$ cat config.mk
export PLATFORM = sky130hd
export DESIGN_NAME = bht_update_ctrl
export DESIGN_NICKNAME = d
export VERILOG_FILES = /design/src/rtl/bht_update_ctrl.sv
export SDC_FILE = /design/constraint.sdc
export NUM_CORES = 1
export LEC_CHECK = 0
export BUFFER_PORTS_ARGS = -buffer_cell sky130_fd_sc_hd__buf_4
export CORE_MARGIN = 5
export CORE_UTILIZATION = 39
export DETAILED_ROUTE_END_ITERATION = 7
export PLACE_DENSITY = 0.63
export SYNTH_ARGS = -nofsm -noshare
export SYNTH_HDL_FRONTEND = slang
export SYNTH_SLANG_ARGS = --single-unit
export TNS_END_PERCENT = 100
$ cat constraint.sdc
create_clock -name clk -period 3.9 [get_ports clk]
set_clock_uncertainty 0.15 [all_clocks]
set_input_delay 0.195 -clock clk [delete_from_list [all_inputs] [get_ports clk]]
set_output_delay 0.195 -clock clk [all_outputs]
set_load 0.03 [all_outputs]
$ cat src/rtl/bht_update_ctrl.sv
// Write-side scheduler for the branch history cache: buffers resolved-branch
// updates, issues one write per cycle with same-index bubbles, and sequences flushes.
module bht_update_ctrl #(
    parameter int DEPTH        = 4,
    parameter int PC_WIDTH     = 10,
    parameter int IDX_WIDTH    = 4,
    parameter int FLUSH_CYCLES = 2
) (
    input  logic                       clk,
    input  logic                       rst,
    input  logic                       upd_valid,
    output logic                       upd_ready,
    input  logic [PC_WIDTH-1:0]        upd_pc,
    input  logic                       upd_taken,
    input  logic                       flush_req,
    output logic                       flush_busy,
    output logic                       cache_we,
    output logic [PC_WIDTH-1:0]        cache_update_pc,
    output logic                       cache_branch_taken,
    output logic                       cache_rst,
    input  logic [PC_WIDTH-1:0]        fetch_pc,
    input  logic                       pred_hit,
    input  logic [2:0]                 pred_history,
    output logic                       predict_taken,
    output logic                       pred_stale,
    output logic [$clog2(DEPTH):0]     occupancy
);
    localparam int PTR_W = $clog2(DEPTH);
    localparam int OCC_W = PTR_W + 1;
    localparam int CNT_W = $clog2(FLUSH_CYCLES + 1);

    typedef struct packed {
        logic [PC_WIDTH-1:0] pc;
        logic                taken;
    } upd_t;

    typedef enum logic [1:0] {IDLE, ISSUE, BUBBLE, FLUSH} state_t;

    upd_t                fifo [DEPTH];
    logic [PTR_W-1:0]    rd_ptr, wr_ptr;
    logic [CNT_W-1:0]    flush_cnt;
    state_t              state, state_nxt;
    logic                push, pop;
    upd_t                head;
    logic [IDX_WIDTH-1:0] next_head_idx;
    logic                next_head_vld;
    logic [DEPTH-1:0]    ent_vld;
    logic [PC_WIDTH-IDX_WIDTH-1:0] unused_fetch_hi;

    assign unused_fetch_hi = fetch_pc[PC_WIDTH-1:IDX_WIDTH];

    assign flush_busy = (state == FLUSH);
    assign cache_rst  = flush_busy;
    assign upd_ready  = ~rst & ~flush_busy & ~flush_req & (occupancy < OCC_W'(DEPTH));
    assign push       = upd_valid & upd_ready;
    assign pop        = (state == ISSUE) & (occupancy != '0) & ~flush_req;
    assign head       = fifo[rd_ptr];

    // With a single entry left, a same-cycle push becomes the next head.
    assign next_head_vld = (occupancy > OCC_W'(1)) | push;
    assign next_head_idx = (occupancy > OCC_W'(1)) ? fifo[rd_ptr + PTR_W'(1)].pc[IDX_WIDTH-1:0]
                                                   : upd_pc[IDX_WIDTH-1:0];

    always_comb begin
        state_nxt = state;
        case (state)
            IDLE:   if (push) state_nxt = ISSUE;
            ISSUE: begin
                if (!pop || !next_head_vld)
                    state_nxt = IDLE;
                else if (next_head_idx == head.pc[IDX_WIDTH-1:0])
                    state_nxt = BUBBLE;
                else
                    state_nxt = ISSUE;
            end
            BUBBLE: state_nxt = ISSUE;
            FLUSH:  if (flush_cnt == '0) state_nxt = IDLE;
            default: state_nxt = IDLE;
        endcase
        if (flush_req) state_nxt = FLUSH;
    end

    always_ff @(posedge clk) begin
        if (rst) begin
            state              <= IDLE;
            rd_ptr             <= '0;
            wr_ptr             <= '0;
            occupancy          <= '0;
            flush_cnt          <= '0;
            cache_we           <= 1'b0;
            cache_update_pc    <= '0;
            cache_branch_taken <= 1'b0;
        end else begin
            state <= state_nxt;
            if (flush_req) begin
                // Drop the queue and cancel any write registered this edge.
                rd_ptr    <= '0;
                wr_ptr    <= '0;
                occupancy <= '0;
                cache_we  <= 1'b0;
                flush_cnt <= CNT_W'(FLUSH_CYCLES - 1);
            end else begin
                if (push) wr_ptr <= wr_ptr + PTR_W'(1);
                if (pop)  rd_ptr <= rd_ptr + PTR_W'(1);
                case ({push, pop})
                    2'b10:   occupancy <= occupancy + OCC_W'(1);
                    2'b01:   occupancy <= occupancy - OCC_W'(1);
                    default: occupancy <= occupancy;
                endcase
                cache_we <= pop;
                if (pop) begin
                    cache_update_pc    <= head.pc;
                    cache_branch_taken <= head.taken;
                end
                if (state == FLUSH && flush_cnt != '0)
                    flush_cnt <= flush_cnt - CNT_W'(1);
            end
        end
    end

    always_ff @(posedge clk) begin
        if (push) fifo[wr_ptr] <= '{pc: upd_pc, taken: upd_taken};
    end

    // Taken when at least two of the three history bits are set.
    assign predict_taken = pred_hit & ~flush_busy &
                           ((pred_history[0] & pred_history[1]) |
                            (pred_history[0] & pred_history[2]) |
                            (pred_history[1] & pred_history[2]));

    always_comb begin
        for (int i = 0; i < DEPTH; i++)
            ent_vld[i] = ({1'b0, PTR_W'(i) - rd_ptr} < occupancy);
    end

    always_comb begin
        pred_stale = 1'b0;
        for (int i = 0; i < DEPTH; i++)
            if (ent_vld[i] && fifo[i].pc[IDX_WIDTH-1:0] == fetch_pc[IDX_WIDTH-1:0])
                pred_stale = 1'b1;
        if (cache_we && cache_update_pc[IDX_WIDTH-1:0] == fetch_pc[IDX_WIDTH-1:0])
            pred_stale = 1'b1;
        if (flush_busy)
            pred_stale = 1'b0;
    end

endmodule

## Word level (Yosys, flattened, before mapping)

Memories as Yosys holds them, arrays and structs flattened. A register that Yosys moved wholly into a read port is not among the register bits.
Cells that the tools add are included.

| operators by class | value |
|---|---|
| add/subtract/negate cells | 9 |
| order comparisons | 6 |
| equal/unequal tests | 13 |
| multiplexer cells | 20 |
| bitwise logic cells | 17 |
| reductions and logical operators | 18 |

Operator list:

| kind | count |
|---|---|
| 4-bit equality test | 6 |
| 2-bit 2-to-1 mux | 7 |
| 2-bit by 3-bit < comparator with 1-bit output | 4 |
| 1-bit bitwise AND | 11 |
| 1-bit 2-to-1 mux | 10 |
| 2-bit case mux with 4 select lines | 1 |
| 2-bit equality test, second input constant | 3 |
| 1-bit logical AND | 6 |
| 3-bit case mux with 2 select lines | 1 |
| 2-bit nonzero test | 3 |
| 2-bit by 1-bit adder with 2-bit output, second input constant | 2 |
| 2-bit by 1-bit equality test with 1-bit output, second input constant | 2 |
| 2-bit zero test | 2 |
| 4-bit 2-to-1 mux | 1 |
| 2-bit AND reduction | 2 |
| 1-bit by 2-bit subtractor with 2-bit output, first input constant | 2 |
| 2-bit subtractor, first input constant | 2 |
| 3-bit by 1-bit adder with 3-bit output, second input constant | 1 |
| 3-bit by 1-bit greater-than comparator with 1-bit output, second input constant | 1 |
| 3-bit < comparator, second input constant | 1 |
| 3-bit by 2-bit inequality test with 1-bit output, second input constant | 1 |
| 3-bit inequality test, second input constant | 1 |
| 1-bit inverter | 3 |
| 1-bit bitwise OR | 3 |
| other kinds (6) | 7 |

| storage, ports and cells | value |
|---|---|
| bits in registers | 23 |
| RAM bits | 44 |
| input bits | 29 |
| output and inout port bits | 20 |
| word-level logic and storage cells | 93 |
| memories kept | 1 |

Memory list:

| name | words | bits a word | rd ports | clocked after memory_dff | write ports | RTL line | source |
|---|---|---|---|---|---|---|---|
| fifo | 4 | 11 | 6 | 1 | 1 | 39 | `upd_t fifo [DEPTH];` |

## Depth between registers and ports, before layout

| logic depth | value |
|---|---|
| depth after elaboration | 12 |
| mapped depth | 10 |
| gate-level depth less buffers | 8 |

## Worst setup path before layout

Ideal clock, no wire load.

| path | value |
|---|---|
| path type | register -> register |
| start point | register occupancy[0] |
| end point | register occupancy[2] |
| setup time | 0.071 ns |
| arrival time | 2.887 ns |
| required time | 3.679 ns |
| path slack | 0.792 ns |
| stages on the path, launching flop included | 10 |
| path buffers | 2 |
| period minus slack after synthesis | 3.108 ns |
| cells stage by stage | dfxtp_1 clkbuf_1 inv_1 ha_1 a211oi_1 nor2b_1 buf_2 ha_1 or3_1 a21oi_1 |

| on the way | value |
|---|---|
| word-level cells in the longest chain between the ends | 5 |

RTL lines:

| what | RTL line | source |
|---|---|---|
| start, declared | 26 | `output logic [$clog2(DEPTH):0] occupancy` |
| start signal, assigned | 106 | `2'b10: occupancy <= occupancy + OCC_W'(1);` |
| start signal, assigned | 107 | `2'b01: occupancy <= occupancy - OCC_W'(1);` |
| start signal, assigned | 108 | `default: occupancy <= occupancy;` |
| 3-bit nonzero test * | 56 | `assign pop = (state == ISSUE) & (occupancy != '0) & ~flush_req;` |
| 1-bit bitwise AND * (2 in a row) | 56 |  |
| named net pop | 43 | `logic push, pop;` |
| 2-bit by 1-bit equality test with 1-bit output or 2-bit equality test (tied branches) | 105 | `case ({push, pop})` |
| 3-bit case mux with 2 select lines or 2-bit nonzero test (tied branches) | - |  |

The timed path passes the listed nets; every way through them passes the cells marked *.
A chain may end at the register's enable or synchronous reset.

## Final worst setup path

| path | value |
|---|---|
| start point | register occupancy[2] |
| end point | register occupancy[2] |

| on the way | value |
|---|---|
| word-level cells in the longest chain between the ends | 5 |

RTL lines:

| what | RTL line |
|---|---|
| 3-bit < comparator or 3-bit nonzero test (tied branches) | 54, 56 |
| 1-bit bitwise AND, on equally long branches | 54, 56 |
| 1-bit bitwise AND, on equally long branches | 55, 56 |
| 2-bit by 1-bit equality test with 1-bit output or 2-bit equality test (tied branches) | 105 |
| 3-bit case mux with 2 select lines or 2-bit nonzero test (tied branches) | - |

Several ways; a longest one is shown, not always the timed one.

==> flow_summary.ini <==
[grt]
first_global_vias = 2158
grt.total_usage = 0.1424
grt_pass1_wl_microns = 11130
antenna_found_initial = 0
grt_max_degree = 18
grt_remaining_overflow = 0

[logic_synthesis]
yosys.area.top_type = edfxtp_1
synth_nets = 304
synth_top_area_share = 0.3904
ys.warnings.count = 0
synth_seq_cells = 69
yosysSeqAreaShare = 0.5383
synth_area_sq_um = 3384
avgSynthCellArea_sq_um = 12.97
syn_inst = 261
synthTopCellsByArea = edfxtp_1 (39%), dfxtp_1 (15%), mux4_1 (6.2%), xor2_1 (5.4%), ha_1 (5.2%)
synth.distinct_cells = 38

[finish]
fill_cells = 772
area_growth_pct = 21.40
fin_nets = 355
drive_above_1_share = 0.2208
regArea_sq_um = 1822
fin_cells = 425
utilization = 0.4782
n_antenna_cell = 0
multiInputGateArea_sq_um = 1443

[timing]
finalSetupViolations = 0
finalMaxSlewViolations = 0
rsz0062_at_grt = false
relSlewSlack = 0.5635
hold_viol_final = 0
post-route-min-period_ns = 2.768
worstMarginPinSlew_ns = 0.6539
fin_tns_setup_ns = 0
timing.fmax_ghz = 0.3613
fin_crit_sh = 0.7097

[run]
maxCapViolations = 0

[clock_tree]
cts_setup_buffers = 0
cts_num_sinks = 69
cts_tree = built
cts-root-buf = clkbuf_8
cts.path.max_buffers = 2
clk_latency_ns = 0.34
h-tree-depth = 3
cts_buffers = 9
clkTransAtPathRegs_ns = 0.08

[detailed_routing]
via_per_inst = 5.132
drt_iter0_drc = 79
vias = 2181
wl_per_cell_microns = 16.58
remaining_drc_errors = 0
first_pass_iters = 4
drtAntennaViolNets = 0
wl_microns = 7048

[floorplanning]
ios = 49
dieArea_sq_um = 10640
placementRows = 34
initial_utilization = 0.3939
die_width_microns = 103.2
core_sq_um = 8593
die_h_microns = 103.2

[power_and_ir_drop]
vdd_drop_max_mv = 0.2761
power-per-cell-area_nw_per_um2 = 377.2
leakage_nw = 1.496
p_total_mw = 1.550

[min_path]
min_from = rst
worst_hold_path.endpoint = cache_update_pc[0]$_SDFFE_PP0P_
worstHoldPathType = in -> reg
min_path_cells = 2

[critical_path]
crit_arrival_ns = 2.90
cp-end-kind = flip-flop
startpoint_type = flip-flop
required_ns = 4.03
crit_path_max_fanout = 17
timing.rr.start = occupancy[2]$_SDFFE_PP0P_
reg2reg_slack_ns = 1.13
critPathKind = reg -> reg
r2r-end = occupancy[2]$_SDFFE_PP0P_
worstRegToRegCells = 6

[placement]
place.gp.congestion = 0.7930
dpl.cell_count = 397
hpwl_microns = 4900
io_buffers = 42

[run_status]
status = completed
## report_power, final
part | internal [mW] | total, mW | switching, mW
registers | 0.783 | 0.790 | 0.00672
logic | 0.0533 | 0.109 | 0.0562
clock network | 0.363 | 0.651 | 0.288
total | 1.20 | 1.55 | 0.351
## kinds of logic after synthesis
group | synth area share
adders and majority gates | 0.05471
and+or+nand+nor | 0.07283
DFF | 0.5383
AOI/OAI and AO/OA | 0.08466
muxes | 0.1442
buffers and inverters | 0.03549
xor gates and xnor gates | 0.06987
## Yosys cell counts (all sizes together)
library cell,n
dfxtp,25
and3,3
or3,1
o21ai,10
or2,1
nor2b,1
nand2,7
o21ba,1
o31ai,4
nand2b,1
o22ai,2
edfxtp,44
clkbuf,8
xor2,21
mux2i,12
a31oi,5
a21oi,13
or4,1
a21o,1
a2bb2oi,4
inv,12
nor2,23
ha,14
nand3,1
buf,7
o21bai,1
mux4,15
and2,5
a211oi,3
maj3,1
nor3,3
xnor2,6
nor4,5
## placed cells by master, fill, tap and decap left out, types with 2 or more instances in the layout
cell type / n
a211oi_1: 3
a21oi_1: 13
a2bb2oi_1: 4
a31oi_1: 5
and2_1: 5
and3_1: 3
buf_4: 43
bufinv_16: 2
clkbuf_8: 9
clkinvlp_4: 2
dfxtp_1: 25
dlygate4sd3_1: 12
edfxtp_1: 44
ha_1: 14
inv_1: 12
inv_6: 2
mux2i_1: 12
mux4_1: 8
mux4_2: 7
nand2_1: 7
nor2_1: 23
nor3_1: 3
nor4_1: 5
o21ai_0: 9
o22ai_1: 2
o31ai_1: 4
xnor2_1: 6
xor2_1: 21
## cell type report
type | instances | share of cell area
flip-flops and latches | 69 | 0.4434
multi-input cells | 165 | 0.3511
repair buffers | 55 | 0.1078
well taps | 108 | 0.03289
clock buffers | 9 | 0.03015
clock inverters | 7 | 0.02375
inverters | 12 | 0.01096
## worst max path at each step
stage | slack (ns) | to | start
after floorplan | 0.79 | occupancy[2]$_SDFFE_PP0P_ | occupancy[0]$_SDFFE_PP0P_
after global placement | 1.22 | occupancy[2]$_SDFFE_PP0P_ | occupancy[2]$_SDFFE_PP0P_
after detailed placement | 1.16 | occupancy[2]$_SDFFE_PP0P_ | occupancy[2]$_SDFFE_PP0P_
after CTS | 1.14 | occupancy[2]$_SDFFE_PP0P_ | occupancy[2]$_SDFFE_PP0P_
after global routing | 0.86 | occupancy[2]$_SDFFE_PP0P_ | occupancy[2]$_SDFFE_PP0P_
final | 1.13 | occupancy[2]$_SDFFE_PP0P_ | occupancy[2]$_SDFFE_PP0P_
## registers in the layout (all words and copies together), names as in the netlist, named ones only
name / cells
cache_branch_taken: 1
cache_update_pc: 10
cache_we: 1
fifo: 44
flush_cnt: 2
occupancy: 3
rd_ptr: 2
state: 2
wr_ptr: 2
## through the flow
| step | cell area [sq um] | setup slack, ns | hold slack, ns |
|---|---|---|---|
| floorplan | 3385 | 0.7920 | 0.1174 |
| global placement | 3767 | 1.215 | 0.2471 |
| detailed placement | 3767 | 1.156 | 0.2522 |
| CTS | 4109 | 1.136 | 0.01543 |
| global route | 4109 | 0.8571 | 0.02779 |
| finish | 4109 | 1.132 | 0.02754 |
## critical path, stage by stage (launching register included)
cell      delay [ns]
dfxtp_1         0.69
inv_1           0.34
a211oi_1        0.49
nor2b_1         0.24
ha_1            0.30
or3_1           0.36
a21oi_1         0.13
## timing repair
action | in CTS | in global routing
resized for setup | 0 | 0
setup endpoints to repair | 0 | 0
hold endpoints to repair | 46 | 0
hold buffers | 12 | 0
## metal layers
metal / GRT usage / up-vias / part of all wire
met5: 0 / - / 0
met4: 0.06375 / 0 / 0.021
met3: 0.03315 / 13 / 0.056
met2: 0.2259 / 62 / 0.48
met1: 0.1857 / 1035 / 0.44
li1: - / 1071 / -
No activity file was read; power rests on OpenSTA's default activity.
